<file path="config.mk">
export PLATFORM = sky130hd
export DESIGN_NAME = bin2bcd_seq_ctrl
export DESIGN_NICKNAME = d
export VERILOG_FILES = /design/src/rtl/bin2bcd_pkg.sv /design/src/rtl/bcd_add3.sv /design/src/rtl/bin2bcd_seq_ctrl.sv
export SDC_FILE = /design/constraint.sdc
export NUM_CORES = 1
export LEC_CHECK = 0
export CORE_ASPECT_RATIO = 1.4
export CORE_MARGIN = 5
export CORE_UTILIZATION = 35
export DETAILED_ROUTE_END_ITERATION = 6
export GPL_TIMING_DRIVEN = 1
export HOLD_SLACK_MARGIN = 0.12
export SLEW_MARGIN = 0
export SYNTH_ARGS = -nofsm -noshare
export SYNTH_HDL_FRONTEND = slang
export SYNTH_SLANG_ARGS = --single-unit
</file>
<file path="constraint.sdc">
create_clock -name clk -period 4.36 [get_ports clk]
set_input_delay 0.654 -clock clk [delete_from_list [all_inputs] [get_ports clk]]
set_output_delay 0.654 -clock clk [all_outputs]
set_load 0.05 [all_outputs]
</file>
<file path="src/rtl/bin2bcd_pkg.sv">
// Shared types, constants and constant functions for the sequential
// binary-to-BCD converter (bin2bcd_seq_ctrl and bcd_add3).
package bin2bcd_pkg;

    // Controller phases: waiting for input, iterating, holding a result.
    typedef enum logic [1:0] {
        IDLE  = 2'd0,
        SHIFT = 2'd1,
        DONE  = 2'd2
    } state_e;

    // A digit at or above this value would overflow past 9 after doubling.
    localparam logic [3:0] ADD3_THRESH = 4'd5;
    localparam logic [3:0] ADD3_VAL    = 4'd3;

    // Ceiling log2; clog2(1) = 0, clog2(9) = 4.
    function automatic int unsigned clog2(input int unsigned value);
        int unsigned r;
        r = 32'd0;
        for (int unsigned i = 32'd0; i < 32'd32; i++) begin
            if ((64'd1 << i) < 64'(value)) begin
                r = i + 32'd1;
            end else begin
                r = r;
            end
        end
        return r;
    endfunction

    // True when dig_n decimal digits can hold every bin_w-bit value,
    // i.e. 10^dig_n > 2^bin_w.
    function automatic bit digits_cover(input int unsigned bin_w, input int unsigned dig_n);
        longint unsigned p10;
        longint unsigned p2;
        p10 = 64'd1;
        p2  = 64'd1;
        for (int unsigned i = 32'd0; (i < dig_n) && (i < 32'd19); i++) begin
            p10 = p10 * 64'd10;
        end
        for (int unsigned i = 32'd0; (i < bin_w) && (i < 32'd63); i++) begin
            p2 = p2 * 64'd2;
        end
        return (p10 > p2);
    endfunction

endpackage

</file>
<file path="src/rtl/bcd_add3.sv">
// Combinational double-dabble digit corrector: a BCD digit of 5 or more
// gets +3 so that the following left shift carries correctly into the
// next decimal digit. The 4-bit add never needs a carry out (max 12).
module bcd_add3
    import bin2bcd_pkg::*;
(
    input  logic [3:0] digit_i,
    output logic [3:0] digit_o
);

    // Conditional add-3 on a single digit.
    always_comb begin
        if (digit_i >= ADD3_THRESH) begin
            digit_o = digit_i + ADD3_VAL;
        end else begin
            digit_o = digit_i;
        end
    end

endmodule

</file>
<file path="src/rtl/bin2bcd_seq_ctrl.sv">
// Sequential binary-to-BCD controller (double dabble, one bit per cycle).
// A value accepted on the input handshake is shifted through a shared
// bank of per-digit add-3 correctors for BIN_W cycles; the finished BCD
// word is then presented with out_valid until the consumer takes it.
// Optional build macro: BIN2BCD_SEQ_DIGCNT_EN adds the ndig output
// (count of significant decimal digits, minimum 1).
module bin2bcd_seq_ctrl
    import bin2bcd_pkg::*;
#(
    parameter int unsigned BIN_W = 8,
    parameter int unsigned DIG_N = 3
) (
    input  logic                   clk,
    input  logic                   rst,
    input  logic                   EN,
    input  logic                   in_valid,
    output logic                   in_ready,
    input  logic [BIN_W-1:0]       bin,
    output logic                   out_valid,
    input  logic                   out_ready,
    output logic [4*DIG_N-1:0]     bcd,
    output logic                   busy
`ifdef BIN2BCD_SEQ_DIGCNT_EN
    ,
    output logic [clog2(DIG_N + 32'd1)-1:0] ndig
`endif
);

    localparam int unsigned CNT_W = clog2(BIN_W + 32'd1);
    localparam int unsigned BCD_W = 32'd4 * DIG_N;
    localparam int unsigned TOT_W = BCD_W + BIN_W;

    // Too few digits for the input range is a configuration error.
    if (!digits_cover(BIN_W, DIG_N)) begin : g_dig_n_too_small
        $error("bin2bcd_seq_ctrl: DIG_N too small, need 10^DIG_N > 2^BIN_W");
    end

    state_e             state_q, state_d;
    logic [CNT_W-1:0]   cnt_q, cnt_d;
    logic [BIN_W-1:0]   bin_sh_q, bin_sh_d;
    logic [BCD_W-1:0]   work_q, work_d;
    logic [BCD_W-1:0]   bcd_q, bcd_d;
    logic               out_valid_q, out_valid_d;
    logic               busy_q, busy_d;

    logic [BCD_W-1:0]   corr_s;
    logic [TOT_W-1:0]   shifted_s;
    logic [BCD_W-1:0]   work_next_s;
    logic [BIN_W-1:0]   bin_next_s;
    logic               last_iter_s;

`ifdef BIN2BCD_SEQ_DIGCNT_EN
    localparam int unsigned NDIG_W = clog2(DIG_N + 32'd1);

    logic [NDIG_W-1:0]  ndig_q, ndig_d;

    // Index of the most significant non-zero digit plus one; zero reads as one digit.
    function automatic logic [NDIG_W-1:0] sig_digits(input logic [BCD_W-1:0] v);
        logic [NDIG_W-1:0] n;
        n = NDIG_W'(32'd1);
        for (int unsigned i = 32'd0; i < DIG_N; i++) begin
            if (v[4*i +: 4] != 4'd0) begin
                n = NDIG_W'(i + 32'd1);
            end else begin
                n = n;
            end
        end
        return n;
    endfunction
`endif

    // One corrector per digit, all operating on the working BCD register.
    for (genvar g = 0; g < DIG_N; g++) begin : g_add3
        bcd_add3 u_add3 (
            .digit_i (work_q[4*g +: 4]),
            .digit_o (corr_s[4*g +: 4])
        );
    end

    // One double-dabble iteration: corrected digits and binary shifted left together.
    always_comb begin
        shifted_s   = {corr_s, bin_sh_q} << 1'b1;
        work_next_s = shifted_s[TOT_W-1 -: BCD_W];
        bin_next_s  = shifted_s[BIN_W-1:0];
        last_iter_s = (cnt_q == CNT_W'(32'd1));
    end

    // Input side may accept only when idle, or when the held result leaves this cycle.
    assign in_ready = EN & ((state_q == IDLE) | ((state_q == DONE) & out_ready));

    // Next-state and datapath control; everything holds while EN is low.
    always_comb begin
        state_d     = state_q;
        cnt_d       = cnt_q;
        bin_sh_d    = bin_sh_q;
        work_d      = work_q;
        bcd_d       = bcd_q;
        out_valid_d = out_valid_q;
        busy_d      = busy_q;
`ifdef BIN2BCD_SEQ_DIGCNT_EN
        ndig_d      = ndig_q;
`endif
        if (EN) begin
            case (state_q)
                IDLE: begin
                    if (in_valid) begin
                        state_d  = SHIFT;
                        cnt_d    = CNT_W'(BIN_W);
                        bin_sh_d = bin;
                        work_d   = {BCD_W{1'b0}};
                        busy_d   = 1'b1;
                    end else begin
                        state_d  = IDLE;
                    end
                end
                SHIFT: begin
                    bin_sh_d = bin_next_s;
                    work_d   = work_next_s;
                    cnt_d    = cnt_q - CNT_W'(32'd1);
                    if (last_iter_s) begin
                        state_d     = DONE;
                        bcd_d       = work_next_s;
                        out_valid_d = 1'b1;
                        busy_d      = 1'b0;
`ifdef BIN2BCD_SEQ_DIGCNT_EN
                        ndig_d      = sig_digits(work_next_s);
`endif
                    end else begin
                        state_d     = SHIFT;
                    end
                end
                DONE: begin
                    if (out_ready) begin
                        out_valid_d = 1'b0;
                        if (in_valid) begin
                            // Back-to-back: the next value starts without an idle cycle.
                            state_d  = SHIFT;
                            cnt_d    = CNT_W'(BIN_W);
                            bin_sh_d = bin;
                            work_d   = {BCD_W{1'b0}};
                            busy_d   = 1'b1;
                        end else begin
                            state_d  = IDLE;
                        end
                    end else begin
                        state_d = DONE;
                    end
                end
                default: begin
                    state_d     = IDLE;
                    out_valid_d = 1'b0;
                    busy_d      = 1'b0;
                end
            endcase
        end else begin
            state_d = state_q;
        end
    end

    // State and datapath registers with synchronous reset.
    always_ff @(posedge clk) begin
        if (rst) begin
            state_q     <= IDLE;
            cnt_q       <= {CNT_W{1'b0}};
            bin_sh_q    <= {BIN_W{1'b0}};
            work_q      <= {BCD_W{1'b0}};
            bcd_q       <= {BCD_W{1'b0}};
            out_valid_q <= 1'b0;
            busy_q      <= 1'b0;
`ifdef BIN2BCD_SEQ_DIGCNT_EN
            ndig_q      <= {NDIG_W{1'b0}};
`endif
        end else begin
            state_q     <= state_d;
            cnt_q       <= cnt_d;
            bin_sh_q    <= bin_sh_d;
            work_q      <= work_d;
            bcd_q       <= bcd_d;
            out_valid_q <= out_valid_d;
            busy_q      <= busy_d;
`ifdef BIN2BCD_SEQ_DIGCNT_EN
            ndig_q      <= ndig_d;
`endif
        end
    end

    assign out_valid = out_valid_q;
    assign busy      = busy_q;
    assign bcd       = bcd_q;
`ifdef BIN2BCD_SEQ_DIGCNT_EN
    assign ndig      = ndig_q;
`endif

endmodule
</file>
==> key figures <==
Status
  – Status: finished, final reports clean

Logic synthesis
  – Synth unique cells: 42
  – Post-synth EDFFs: 0
  – Syn Std Cell Area: 1970 µm²
  – Avg Cell Area, Syn: 9.58 µm²
  – Net count after synthesis: 227
  – Top FF cell, synth: dfxtp_1
  – Synth top area share: 40.6%
  – Gate Count Post-Synth: 206
  – Synth Warn #: 0
  – Fraction of registers with async set/reset: 0%
  – Register bit total from synthesis: 40
  – Seq/Total Area, Yosys: 40.6%
  – Area contributors post-synth: dfxtp_1 41%, a211oi_2 7.0%, ha_1 5.1%
  – Synth area leader: dfxtp_1

Power and ir drop
  – Int Power: 524 µW
  – Sequential share of power: 55.3%
  – Leak: 0.802 nW
  – Worst VDD drop: 0.211 mV
  – Clk pwr share: 32.3%
  – Gate power share: 12.4%
  – Design Power: 697 µW
  – Power Dens Cells: 297 nW/µm²
  – Switching share of power: 24.8%
  – P_sw: 173 µW

Worst hold path
  – Hold Path End: work_q[9]
  – HP Start: work_q[9]
  – WHS Path Cells: 1
  – Hold/Removal Path Class: flip-flop to flip-flop

Clock tree
  – Clk_lat worst skew: 0.28 ns
  – CTS buffer count: 5
  – Sink Count: 40
  – CTS root buf: clkbuf_8
  – Cts hold-fix bufs: 0
  – Cts repair resizes: 0
  – Buffer count from post-CTS setup fixing: 0
  – CTS Buffer Depth: 2
  – CTS tree: built
  – H-tree Lvls: 2
  – Worst-path clk slew: 0.07 ns

Floorplanning
  – Io pins: 28
  – Die Wd: 73.5 µm
  – Die height: 98.9 µm
  – Core area: 5490 µm²
  – Row cnt: 32
  – Starting Density: 36.0%
  – Area of the die: 7260 µm²

STA
  – Setup TNS: 0 ns
  – Final Max Slew Viols: 0
  – RSZ-0062 raised after global routing: false
  – Setup Skew: 0.00523 ns
  – Worst Tran Pin Value: 0.810 ns
  – Hold slack: 0.470 ns
  – Crit share post-route: 70.4%
  – Rel. slew slack: 45.9%
  – Minimum clock period: 3.07 ns
  – Fmax: 0.326 GHz
  – Final hold vios: 0
  – Setup violations, final: 0

Placed design
  – DP Area: 2270 µm²
  – IO buf count: 27
  – HPWL after DPL: 2830 µm
  – RePlAce Congestion: 0.759

Global routing
  – Largest net degree at the start of global routing: 26
  – Grt ovf: 0
  – Vias in the first global route: 1466
  – GRT Overall Usage: 11.3%
  – Global-route wire length before repair: 6650 µm
  – Initial antenna violation count: 0

Final layout
  – # fillers: 538
  – Final instance area: 2340 µm²
  – Commonest non-fill, non-tap cell in the layout: dfxtp_1
  – Area Overhead vs Synth: 18.8%
  – Commonest cells after routing, fill and taps aside: 40 x dfxtp_1, 27 x clkdlybuf4s50_1, 22 x nor2_1, 16 x a21oi_1, 11 x a211oi_2
  – Final core utilization: 42.7%
  – Final Net Count: 252
  – N_diodes: 0
  – Share of layout cells above drive strength 1: 13.4%

Critical path
  – Path depth of the worst reg2reg path: 6
  – Worst path slowest cell: clkdlybuf4s50_1
  – Crit-path cells: clkdlybuf4s50_1 -> nor2b_1 -> nor2_1 -> and2_1 -> clkdlybuf4s50_1
  – Nature of the critical path startpoint: input pin
  – Worst-path fanout max: 3
  – Worst reg-to-reg setup slack: 2.05 ns
  – Critical path's most frequent cell: clkdlybuf4s50_1
  – Largest delay share family, worst path: buffers and inverters
  – Crit path required time: 3.71 ns
  – Crit path kind: input pin to output pin
  – Crit path DAT: 2.41 ns
  – Reg2Reg Launch Point: cnt_q[0]
  – Setup crit end kind: output pin
  – Buf+Inv Stages, Crit Path: 2
  – Critical Path Max Stage Delay: 0.80 ns
  – Reg-to-Reg End: bcd[6]

Route
  – Vias: 1514
  – Number of nets still failing antenna checks after routing: 0
  – Drt wl/cell: 12.9 µm
  – Vias per cell: 5.06
  – Post-route DRC violation count: 0
  – Initial DRC Count: 73
  – Final WL: 3860 µm
  – Drt pass-1 iters: 4

Job
  – Max-cap violations: 0
worst register-to-register path, delay by kind of cell, from the launching register on:
| kind | cells | cell delay, ns |
|---|---|---|
| compound gates | 1 | 0.17 |
| simple gates | 3 | 1.20 |
| buf+inv | 1 | 0.32 |
| fa+ha+maj | 1 | 0.16 |
| flops | 1 | 0.40 |
power by group through the flow:
stage	clock, mW	combinational (mW)	sequential, mW
floorplan	0	0.0626	0.394
global placement	0	0.0874	0.393
detailed placement	0	0.0874	0.394
CTS	0.235	0.0880	0.385
global route	0.249	0.0964	0.387
finish	0.225	0.0866	0.385
area by class of cell:
type                       count  area (µm²)  area share (%)
inverter                      11        41.3            1.76
clock inverter                 1        5.00           0.213
multi-input combinational    144        1050            45.0
sequential                    40         801            34.2
tap                           68        85.1            3.63
timing repair buffer          29         285            12.2
clock buffer                   6        72.6            3.09
layer usage:
metal / track usage, % / part of all wire (%) / up-vias
met5: 0 / 0 / -
li1: - / - / 781
met2: 18.2 / 50 / 26
met4: 4.18 / 1.7 / 0
met1: 14.6 / 45 / 701
met3: 2.45 / 3.4 / 6
worst max path at each step:
stage          startpoint        to  slack (ns)  cells past startpoint
2_1_floorplan   out_ready  in_ready        2.44                      3
3_3_place_gp    out_ready  in_ready        1.33                      5
3_5_place_dp    out_ready  in_ready        1.31                      5
4_1_cts         out_ready  in_ready        1.29                      5
5_1_grt         out_ready  in_ready        1.20                      5
6_report        out_ready  in_ready        1.29                      5
cell usage after synthesis (3+ instances only):
master     count
a21oi_1       16
nand3_1        4
a211oi_2      11
o21ai_1        4
inv_1         10
o22ai_1        6
buf_6          3
nor2_1        22
nand2b_1      10
o2bb2ai_1      8
xnor2_1        5
buf_4          3
nor3_1         6
ha_1           8
nor3b_1        6
mux2i_1        7
mux2_2         3
dfxtp_1       40
flip-flops by register name (all words and copies together), names as in the netlist:
name,count
out_valid,1
bcd,12
bin_sh_q,8
cnt_q,4
busy,1
state_q,2
work_q,12
kinds of logic after synthesis:
logic type	Yosys count	share of synthesized area [%]
fa+ha+maj	8	5.07
simple gates	62	17.2
mux	10	5.26
xor+xnor	5	2.22
flops	40	40.6
compound gates	59	23.7
buf+inv	22	6.02
stage by stage:
stage / setup WS [ns] / instances
floorplan: 2.44 / 206
global placement: 1.33 / 292
detailed placement: 1.31 / 292
CTS: 1.29 / 299
global route: 1.20 / 299
finish: 1.29 / 299
Power figures use the tool's default switching activity.
==> RTL change (same settings) <==
Re-encode `state_e` (3 states) as one-hot, 3 bits wide.
--- a/src/rtl/bin2bcd_pkg.sv
+++ b/src/rtl/bin2bcd_pkg.sv
@@ -3,10 +3,10 @@
 package bin2bcd_pkg;
 
     // Controller phases: waiting for input, iterating, holding a result.
-    typedef enum logic [1:0] {
-        IDLE  = 2'd0,
-        SHIFT = 2'd1,
-        DONE  = 2'd2
+    typedef enum logic [2:0] {
+        IDLE  = 3'b001,
+        SHIFT = 3'b010,
+        DONE  = 3'b100
     } state_e;
 
     // A digit at or above this value would overflow past 9 after doubling.
Formal check against the unedited RTL: same outputs for any inputs over 10 cycles, from zero or initial values and one cycle with rst high; not proved beyond that.
==> RTL change against the original RTL <==
Clock skew up 9.1 ps. Clock power up 66%. Design area up 8.0%. Wire length up 23%. Sequential power up 2%. Largest cell class unchanged. Area after synthesis up 7.7%. Power up 20%. Highest routed layer unchanged. Sequential cell count up 1. Setup slack worse by 1.2 ps.
==> RTL change: results (changes against the original RTL) <==
Synthesized-area fraction occupied by ao, oa, aoi and oai cells: 0.241 (+0.00372). The commonest cells after synthesis are sky130_fd_sc_hd__dfxtp_1 (41), sky130_fd_sc_hd__a21oi_1 (21), sky130_fd_sc_hd__nor3_1 (16). The run finished with clean final reports. The share of the yosys chip area belonging to registers was 0.386 (-0.0195); the cell count of the worst reg-to-reg path was 4 (-2).

The placer congestion estimate is 0.798 (+5.1%). The peak per-stage delay on the critical path was 830 ps (+30 ps). The fraction of layout instances using a drive strength above 1 is 0.0763 (-0.0579). The net count after synthesis was 262 (+15%); the placed wire-length estimate was 3.31 mm (+17%).

The wire length per cell after detailed routing works out to 14.3 um (+11%). The power spent charging and discharging nets came out at 189 uW (+9.1%). The logs give 300 ps (+20 ps) for the clock insertion delay at the later pin of the skew report and 282 (+12%) for the post-layout net count. The routed length on met3 came out at 184 um (+38%). In the post-synthesis netlist, the biggest area contributors are sky130_fd_sc_hd__dfxtp_1 (39%), sky130_fd_sc_hd__a211oi_1 (5.3%), sky130_fd_sc_hd__a21oi_1 (4.9%).

First-pass GRT wire length: 8.24 mm (+24%). The total via count in the routed design is 1820 (+20%). The number of DRC markers after the initial detailed-route iteration is 112 (+53%), and the cell depth of the worst hold path is 2 (+1). The global-route usage over all layers was 0.136 (+0.0231); the fraction of met2 tracks used by global routing was 0.234 (+0.0518). The mux cell area share after synthesis is 0.0383 (-0.0143), and the routed metal-1 wirelength is 2.14 mm (+23%). The area of placed instances was 2390 um2 (+5.6%); the worst-case vdd ir drop was 0.000172 V (-18%).

For the number of distinct library cells after synthesis, the log shows 49 (+17%). The met1 global-route usage is 0.158 (+0.0124), and the pin count of the biggest net entering global routing is 23 (-12%). The top fanout value on the critical path is 7 (+4).

The setup skew after layout came out at 14.3 ps (+9.08 ps). The run gives 0.0305 (+0.00602) as the met3 routing resource usage after global routing. The detailed-routed wire length on met2 came out at 2.32 mm (+21%).
## RTL change: cell type report
type | count | area [um2] | area share
Sequential cell | 41 | 821 | 0.324
Multi-Input combinational cell | 171 | 1150 | 0.455
Tap cell | 70 | 87.6 | 0.0346
Clock buffer | 5 | 68.8 | 0.0272
Clock inverter | 3 | 68.8 | 0.0272
Inverter | 13 | 48.8 | 0.0193
Timing Repair Buffer | 29 | 285 | 0.113
## RTL change: power groups by stage
stage	clock network [uW]	registers [uW]	logic, uW
2_1_floorplan	0	399	46.1
3_3_place_gp	0	401	67.7
3_5_place_dp	0	401	68.4
4_1_cts	382	392	68.7
5_1_grt	398	394	75.1
6_report	373	392	67.9
## RTL change: final timing paths
path	end	slack (ps)
min reg2reg	bcd[5]	460
max reg2reg	bin_sh_q[3]	2360
min	bcd[5]	460
max	in_ready	1290
## RTL change: per-stage QoR
step,instances,setup WS [ps]
floorplan,241,1770
global route,332,1200
detailed placement,324,1290
global placement,324,1290
finish,332,1290
CTS,332,1280
